File: config.mk
export PLATFORM = sky130hd
export DESIGN_NAME = pc_exception_ctrl
export DESIGN_NICKNAME = d
export VERILOG_FILES = /design/src/rtl/pc_exception_ctrl.sv
export SDC_FILE = /design/constraint.sdc
export NUM_CORES = 1
export LEC_CHECK = 0
export CAP_MARGIN = 5
export CORE_MARGIN = 1
export CORE_UTILIZATION = 30
export DETAILED_ROUTE_END_ITERATION = 6
export HOLD_SLACK_MARGIN = 0.1
export SLEW_MARGIN = 20
export SYNTH_ARGS = -nofsm -noshare
export SYNTH_HDL_FRONTEND = slang
export SYNTH_SLANG_ARGS = --single-unit
export TNS_END_PERCENT = 50
File: constraint.sdc
create_clock -name clk -period 2.46 [get_ports clk]
set_input_delay 0.369 -clock clk [delete_from_list [all_inputs] [get_ports clk]]
set_output_delay 0.369 -clock clk [all_outputs]
set_load 0.1 [all_outputs]
File: src/rtl/pc_exception_ctrl.sv
// rtl/pc_exception_ctrl.sv - PC/EPC register owner with exception vector-fetch FSM.
// Optional feature: define EXC_TIMEOUT_EN to bound the vector fetch wait.
module pc_exception_ctrl #(
  parameter logic [31:0] RESET_PC       = 32'h0000_0000,
  parameter logic [31:0] EXC_TABLE_BASE = 32'd253,
  parameter int unsigned TIMEOUT_CYCLES = 16
) (
  input  logic        clk,
  input  logic        reset_n,
  input  logic [31:0] next_pc_address,
  input  logic        pc_write,
  input  logic        pc_write_cond,
  input  logic        zero_flag,
  input  logic        exc_opcode,
  input  logic        exc_overflow,
  input  logic        exc_div0,
  input  logic [7:0]  mem_rdata,
  input  logic        mem_valid,
  output logic [31:0] pc,
  output logic [31:0] epc,
  output logic        mem_read_req,
  output logic [31:0] mem_addr,
  output logic        exc_busy,
  output logic [1:0]  exc_cause,
  output logic        exc_done
);

  typedef enum logic [1:0] {IDLE, SAVE, FETCH, LOAD} state_t;

  state_t     state;
  logic [7:0] vector;
  logic       exc_any;
  logic [1:0] exc_sel;

  assign exc_any = exc_opcode | exc_overflow | exc_div0;
  assign exc_sel = exc_opcode ? 2'd0 : (exc_overflow ? 2'd1 : 2'd2);

`ifdef EXC_TIMEOUT_EN
  localparam int CNT_W = $clog2(TIMEOUT_CYCLES + 1);
  logic [CNT_W-1:0] wait_cnt;
`else
  if (TIMEOUT_CYCLES == 0) begin : g_timeout_param_unused
  end
`endif

  always_ff @(posedge clk or negedge reset_n) begin
    if (!reset_n) begin
      state        <= IDLE;
      pc           <= RESET_PC;
      epc          <= 32'd0;
      exc_cause    <= 2'd0;
      mem_read_req <= 1'b0;
      mem_addr     <= 32'd0;
      exc_busy     <= 1'b0;
      exc_done     <= 1'b0;
      vector       <= 8'd0;
`ifdef EXC_TIMEOUT_EN
      wait_cnt     <= '0;
`endif
    end else begin
      case (state)
        IDLE: begin
          exc_done <= 1'b0;
          // An exception request wins over any PC write in the same cycle.
          if (exc_any) begin
            exc_cause <= exc_sel;
            exc_busy  <= 1'b1;
            state     <= SAVE;
          end else if (pc_write | (pc_write_cond & zero_flag)) begin
            pc <= next_pc_address;
          end
        end
        SAVE: begin
          epc          <= pc - 32'd4;
          mem_addr     <= EXC_TABLE_BASE + {30'd0, exc_cause};
          mem_read_req <= 1'b1;
          state        <= FETCH;
`ifdef EXC_TIMEOUT_EN
          wait_cnt     <= '0;
`endif
        end
        FETCH: begin
          if (mem_valid) begin
            vector       <= mem_rdata;
            mem_read_req <= 1'b0;
            exc_done     <= 1'b1;
            state        <= LOAD;
          end
`ifdef EXC_TIMEOUT_EN
          // Abandon the fetch and restart from the reset vector.
          else if (wait_cnt == CNT_W'(TIMEOUT_CYCLES - 1)) begin
            pc           <= RESET_PC;
            mem_read_req <= 1'b0;
            exc_done     <= 1'b1;
            exc_busy     <= 1'b0;
            state        <= IDLE;
          end else begin
            wait_cnt <= wait_cnt + 1'b1;
          end
`endif
        end
        LOAD: begin
          pc       <= {24'd0, vector};
          exc_done <= 1'b0;
          exc_busy <= 1'b0;
          state    <= IDLE;
        end
        default: state <= IDLE;
      endcase
    end
  end

endmodule

==> results_dict.tcl, run 1 <==
set metrics [dict create \
    status "finished, final reports clean" \
    htree_levels 3 \
    critPathMaxStageDelay_ns 0.50 \
    hold_slack_ns 0.142 \
    ys.flop_type "dfrtp_1" \
    postRouteAntennaNets 0 \
    die_w_um 118 \
    grt_max_degree 68 \
    syn-mean-instance-area_um2 10.8 \
    drt_iter0_drc 127 \
    path_max_fanout 5 \
    path_clk_slew_ns 0.06 \
    num_io_pins 150 \
    firstDrtPassIters 4 \
    start_kind "flip-flop" \
    clock_latency_ns 0.33 \
    worstMarginPinSlew_ns 0.969 \
    yosys-top-cells-count "dfrtp_1, nor2_1, buf_4, a22o_1, a31oi_1" \
    yosys.area.top_type "dfrtp_1" \
    multiInputGateArea_um2 1740 \
    clockBufferDepth 2 \
    antenna_found_initial 0 \
    via_per_inst 4.85 \
    hp-class "input pin to async pin" \
    hold_violations 0 \
    route.detailed.drc 0 \
    cts_resized 0 \
    ys_types 43 \
    ys_seq_area_frac 0.516 \
    reg2reg_depth 7 \
    post-route-util 0.432 \
    tns_ns 0 \
    ys_ff_latch 83 \
    period_needed_ns 2.21 \
    fmax_mhz 452 \
    path_class "flip-flop to flip-flop" \
    async_reset_ff_frac 1.00 \
    routabilityCongestion 0.743 \
    drv_slew 0 \
    rows 41 \
    slew-limit-headroom 0.352 \
    dieArea_um2 13900 \
    r2r_slack_ns 0.25 \
    cts_tree "built" \
    port_buffers 126 \
    wl_per_cell_um 14.9 \
    synth_edf_count 0 \
    yosysMostFrequentCell "dfrtp_1" \
    placed_area_um2 5290 \
    crit_slowest_cell "or4_1" \
    diodes 0 \
    grt_pass1_vias 3139 \
    path_cells "inv_1 -> ha_1 -> nor4b_1 -> buf_4 -> nand3_1 -> or4_1 -> a31oi_1" \
    path_delay_family "simple AND/OR/NAND/NOR gates" \
    final_nets 559 \
    setup_viol 0 \
    synth_cells 374 \
    cp.arrival_ns 2.47 \
    grt_pass1_wl_mm 16.8 \
    grt-ovfl-total 0 \
    ys_top_cells_by_area "dfrtp_1, buf_4, a22o_1" \
    postCtsSetupRepairBufs 0 \
    post-route-period-util 0.900 \
    yosysWarnings 0 \
    cts.sinks 83 \
    finalInstanceArea_um2 5570 \
    drive_above_1_share 0.273 \
    start_util 0.313 \
    rr_startpoint "pc[2]" \
    crit_required_ns 2.71 \
    routed_wl_mm 10.2 \
    final-seq-area_um2 2080 \
    r2r-end "epc[18]" \
    dpl.hpwl_mm 7.57 \
    netlist_area_um2 4030 \
    rsz0062_at_grt "no" \
    fill_cells 1277 \
    holdBufCountCts 0 \
    root_buffer "clkbuf_16" \
    fin_skew_ns 0.00701 \
    worstSetupEndpointType "flip-flop" \
    core_area_um2 12900 \
    vias 3301 \
    grt_usage 0.153 \
    max_cap_violations 0 \
    yosysTopAreaCellShare 0.516 \
    crit_buf_inv 2 \
    dieHeight_um 118 \
    cts_inserted_buffers 9 \
    area_delta_synth_final_pct 38.2 \
]
[registers in the layout, indices dropped and copies added (netlist names)]
register      count
exc_done          1
exc_cause         2
pc               32
mem_read_req      1
state             2
exc_busy          1
mem_addr          4
epc              32
vector            8
[worst max-delay path by stage]
stage	start	to	slack, ns	cells past startpoint
5_1_grt	pc[2]	epc[18]	0.03	7
6_report	pc[2]	epc[18]	0.25	7
3_5_place_dp	exc_overflow	pc[24]	0.05	4
3_3_place_gp	exc_overflow	pc[24]	0.09	4
2_1_floorplan	pc[24]	epc[28]	-0.01	4
4_1_cts	state[0]	pc[3]	0.22	5
[per-layer routing]
layer	wire length [µm]	up-vias	track usage
li1	-	1595	-
met1	4600	1593	0.200
met2	4870	105	0.242
met3	644	8	0.0552
met4	63	0	0.0288
met5	0	-	0
[stage by stage]
stage	std cells	worst slack (ns)
finish	681	0.246
global route	681	0.0332
CTS	681	0.221
detailed placement	665	0.0470
global placement	665	0.0899
floorplan	396	-0.0141
[cells in the final DEF, fill, tap and decap left out, types with 2 or more instances in the layout]
cell / instances
or3_1: 8
clkbuf_1: 3
inv_1: 9
nor3_1: 3
nor2_1: 37
dfrtp_2: 2
nand2_1: 14
or2_2: 2
a22o_1: 24
nand2b_1: 2
buf_4: 95
mux2i_1: 10
nand4_1: 4
or4_1: 12
a21oi_1: 13
clkbuf_8: 2
dfrtp_1: 81
nor4_1: 4
xor2_1: 5
xnor2_1: 4
nor3_2: 2
ha_1: 5
conb_1: 23
nor3b_1: 2
buf_12: 2
o21ai_0: 14
nand3b_1: 2
clkdlybuf4s50_1: 47
o31ai_1: 13
nand3_1: 4
a31oi_1: 19
clkbuf_16: 9
mux2_2: 16
clkinv_2: 2
[worst reg2reg max path, cell delays in order, from the launching register on]
cell and delay [ns]:
dfrtp_2 0.44, inv_1 0.08, ha_1 0.22, nor4b_1 0.37, buf_4 0.20, nand3_1 0.16
or4_1 0.50, a31oi_1 0.17
[cell families after synthesis]
kind of cell | count (synthesis) | synth area share
simple gates | 103 | 0.142
compound gates | 90 | 0.154
flops | 83 | 0.516
buf+inv | 56 | 0.0795
mux | 26 | 0.0696
xor+xnor | 9 | 0.0196
fa+ha+maj | 6 | 0.0186
other cells | 1 | 0.000931
[final cells by class]
class | count | share of cell area
Inverter | 9 | 0.00607
Sequential cell | 83 | 0.374
Tap cell | 172 | 0.0387
Clock inverter | 2 | 0.00180
Multi-Input combinational cell | 257 | 0.313
Clock buffer | 14 | 0.0474
Timing Repair Buffer | 144 | 0.220
Power of run 1 is left out: the tool's default activity adds up to more than one toggle a clock period on the data nets, which glitch-free logic cannot reach.
==> run 2, diff against run 1 <==
--- a/config.mk
+++ b/config.mk
@@ -7,9 +7,10 @@
 export LEC_CHECK = 0
 export CAP_MARGIN = 5
 export CORE_MARGIN = 1
-export CORE_UTILIZATION = 30
+export CORE_UTILIZATION = 45
 export DETAILED_ROUTE_END_ITERATION = 6
 export HOLD_SLACK_MARGIN = 0.1
+export PLACE_DENSITY = 0.81
 export SLEW_MARGIN = 20
 export SYNTH_ARGS = -nofsm -noshare
 export SYNTH_HDL_FRONTEND = slang
==> results_dict.tcl, run 2 (synthesis gave the netlist of run 1 again) <==
set metrics [dict create \
    grt_pass1_vias 3188 \
    final_common_cell "buf_4" \
    start_util 0.464 \
    grt-ovfl-total 0 \
    routabilityCongestion 0.783 \
    period_needed_ns 2.20 \
    routed_wl_mm 9.63 \
    wl_per_cell_um 15.6 \
    htree_levels 3 \
    postRouteAntennaNets 0 \
    cp-startpoint "state[0]" \
    firstDrtPassIters 4 \
    num_io_pins 150 \
    worstMarginPinSlew_ns 0.967 \
    area_delta_synth_final_pct 34.9 \
    postCtsSetupRepairBufs 0 \
    final_cells 616 \
    port_buffers 126 \
    status "finished, final reports clean" \
    hold_violations 0 \
    path_clk_slew_ns 0.08 \
    dieHeight_um 96.6 \
    holdBufCountCts 1 \
    clock_latency_ns 0.35 \
    grt_usage 0.208 \
    crit_required_ns 2.70 \
    cp.arrival_ns 2.44 \
    hp-class "input pin to async pin" \
    fill_cells 744 \
    root_buffer "clkbuf_8" \
    rsz0062_at_grt "no" \
    top_regs "epc x32, pc x32, vector x8" \
    start_kind "flip-flop" \
    dpl.hpwl_mm 7.14 \
    cts_resized 0 \
    max_cap_violations 0 \
    clockBufferDepth 2 \
    cts_tree "built" \
    placedCellCount 599 \
    final_nets 558 \
    setup_viol 0 \
    path_class "flip-flop to flip-flop" \
    route.detailed.drc 0 \
    rr_startpoint "state[0]" \
    fmax_mhz 454 \
    dieArea_um2 9340 \
    core_area_um2 8680 \
    worstSetupEndpointType "flip-flop" \
    diodes 0 \
    die_w_um 96.6 \
    grt_pass1_wl_mm 15.4 \
    post-route-period-util 0.894 \
    drv_slew 0 \
    fin_skew_ns 0.00927 \
    vias 3311 \
    path_max_fanout 40 \
    slew-limit-headroom 0.353 \
    drt_iter0_drc 172 \
    antenna_found_initial 0 \
    via_per_inst 5.38 \
    drive_above_1_share 0.274 \
    cts_inserted_buffers 9 \
    rows 34 \
    grt_max_degree 49 \
    cts.sinks 83 \
    mostFrequentLayoutCells "buf_4, dfrtp_1, clkdlybuf4s50_1" \
]
-- run 2: metrics by stage --
step / area [µm²] / setup slack [ns] / hold slack (ns) / setup TNS [ns] / util
detailed placement: 5200 / 0.0675 / 0.358 / 0 / 0.599
CTS: 5440 / 0.265 / 0.512 / 0 / 0.626
finish: 5440 / 0.260 / 0.509 / 0 / 0.626
global route: 5440 / 0.125 / 0.525 / 0 / 0.626
global placement: 5200 / 0.115 / 0.344 / 0 / 0.599
floorplan: 4110 / -0.0141 / 0.0734 / -0.0141 / -
-- run 2: path summary, 6_finish.rpt --
check	slack, ns	to	cells after the start
min reg2reg	0.51	vector[4]	1
min in group clk	0.51	vector[4]	1
min	0.51	epc[5]	2
max in group asynchronous	1.31	pc[2]	3
max reg2reg	0.26	pc[24]	5
max	0.26	pc[24]	5
-- run 2: cell type report --
type	count	area, µm²	share of cell area
tap	108	135	0.0249
multi-input combinational	257	1740	0.320
sequential	83	2080	0.383
inverter	9	33.8	0.00622
timing repair buffer	143	1220	0.224
clock inverter	4	72.6	0.0134
clock buffer	12	155	0.0285
-- run 2: metal layers --
metal / GRT usage / part of all wire
met1: 0.262 / 0.43
met2: 0.340 / 0.48
met3: 0.0629 / 0.075
met4: 0.0700 / 0.017
met5: 0 / 0
-- run 2: critical path: stages (launching register included) --
cell       delay (ns)
dfrtp_1          0.42
inv_1            0.10
ha_1             0.20
or4b_2           0.69
a2bb2oi_4        0.32
a22o_2           0.34
Power of run 2 is left out for the same reason.
==> run 3, diff against run 2 <==
--- a/config.mk
+++ b/config.mk
@@ -8,8 +8,10 @@
 export CAP_MARGIN = 5
 export CORE_MARGIN = 1
 export CORE_UTILIZATION = 45
+export CTS_CLUSTER_SIZE = 10
 export DETAILED_ROUTE_END_ITERATION = 6
 export HOLD_SLACK_MARGIN = 0.1
+export MAX_ROUTING_LAYER = met4
 export PLACE_DENSITY = 0.81
 export SLEW_MARGIN = 20
 export SYNTH_ARGS = -nofsm -noshare
==> results_dict.tcl, run 3 (synthesis gave the netlist of run 1 again) <==
set metrics [dict create \
    final_nets 558 \
    worstMarginPinSlew_ns 0.976 \
    firstDrtPassIters 4 \
    path_clk_slew_ns 0.08 \
    hold_violations 0 \
    grt-ovfl-total 0 \
    worstSetupEndpointType "flip-flop" \
    cp.arrival_ns 2.44 \
    crit_required_ns 2.69 \
    vias 3351 \
    fin_skew_ns 0.00877 \
    start_kind "flip-flop" \
    route.detailed.drc 0 \
    post-route-period-util 0.896 \
    crit_slowest_cell "or4b_2" \
    area_delta_synth_final_pct 34.9 \
    clockBufferDepth 2 \
    dieHeight_um 96.6 \
    port_buffers 126 \
    grt_usage 0.214 \
    rows 34 \
    routed_wl_mm 9.69 \
    top_regs "epc x32, pc x32, vector x8" \
    antenna_found_initial 0 \
    root_buffer "clkbuf_8" \
    cts.sinks 83 \
    status "finished, final reports clean" \
    critPathMaxStageDelay_ns 0.69 \
    max_cap_violations 0 \
    via_per_inst 5.44 \
    fmax_mhz 454 \
    drive_above_1_share 0.274 \
    postRouteAntennaNets 0 \
    start_util 0.464 \
    path_cells "inv_1 -> ha_1 -> or4b_2 -> a2bb2oi_4 -> a22o_2" \
    die_w_um 96.6 \
    dieArea_um2 9340 \
    rsz0062_at_grt "no" \
    mostFrequentLayoutCells "buf_4, dfrtp_1, clkdlybuf4s50_1" \
    diodes 0 \
    hp-class "input pin to async pin" \
    setup_viol 0 \
    clock_latency_ns 0.35 \
    grt_pass1_wl_mm 15.4 \
    postCtsSetupRepairBufs 0 \
    num_io_pins 150 \
    path_class "flip-flop to flip-flop" \
    cts_tree "built" \
    path_max_fanout 40 \
    rr_startpoint "state[0]" \
    routabilityCongestion 0.793 \
    grt_pass1_vias 3191 \
    period_needed_ns 2.20 \
    wl_per_cell_um 15.7 \
    grt_max_degree 49 \
    tns_ns 0 \
    final_common_cell "buf_4" \
    htree_levels 3 \
    cts_inserted_buffers 9 \
    core_area_um2 8680 \
    drv_slew 0 \
    cp-startpoint "state[0]" \
    slew-limit-headroom 0.347 \
    dpl.hpwl_mm 7.14 \
    drt_iter0_drc 168 \
]
-- run 3: cell counts in the layout (fill, tap and decap cells not counted) --
Identical to the previous run, type by type.
-- run 3: layout make-up --
class                   count  area (µm²)
well taps                 108         135
clock inverters             4        72.6
fillers                   744        3240
clock buffers              12         155
inverters                   9        33.8
flip-flops and latches     83        2080
multi-input cells         257        1740
repair buffers            143        1220
-- run 3: metal layers --
layer / track usage / share of wire / wire length [µm]
met1: 0.272 / 0.44 / 4280
met2: 0.339 / 0.48 / 4640
met3: 0.0520 / 0.064 / 621
met4: 0.0700 / 0.016 / 153
met5: - / 0 / 0
-- run 3: worst max-delay path, delay by kind of cell (launching register included) --
kind	cells	cell delay, ns
flops	1	0.42
fa+ha+maj	1	0.19
compound gates	2	0.67
simple gates	1	0.69
buf+inv	1	0.10
-- run 3: worst paths after layout --
path,to,slack [ns],cells past startpoint
setup / recovery,pc[24],0.26,5
hold / removal,epc[5],0.51,2
setup reg to reg,pc[24],0.26,5
hold reg to reg,epc[1],0.51,1
max in group asynchronous,pc[3],1.30,3
min in group clk,epc[1],0.51,1
-- run 3: through the flow --
step	util	area (µm²)	worst slack [ns]	instances	hold WS, ns
2_1_floorplan	-	4110	-0.0141	396	0.0734
3_3_place_gp	0.599	5200	0.115	599	0.344
3_5_place_dp	0.599	5200	0.0675	599	0.358
4_1_cts	0.626	5440	0.265	616	0.512
5_1_grt	0.626	5440	0.119	616	0.526
6_report	0.626	5440	0.257	616	0.509
-- run 3: repair_timing --
action | 4_1_cts | 5_1_grt
resized for setup | 0 | 0
endpoints found under the hold margin | 35 | 0
hold buffers | 1 | 0
Power of run 3 is left out for the same reason.
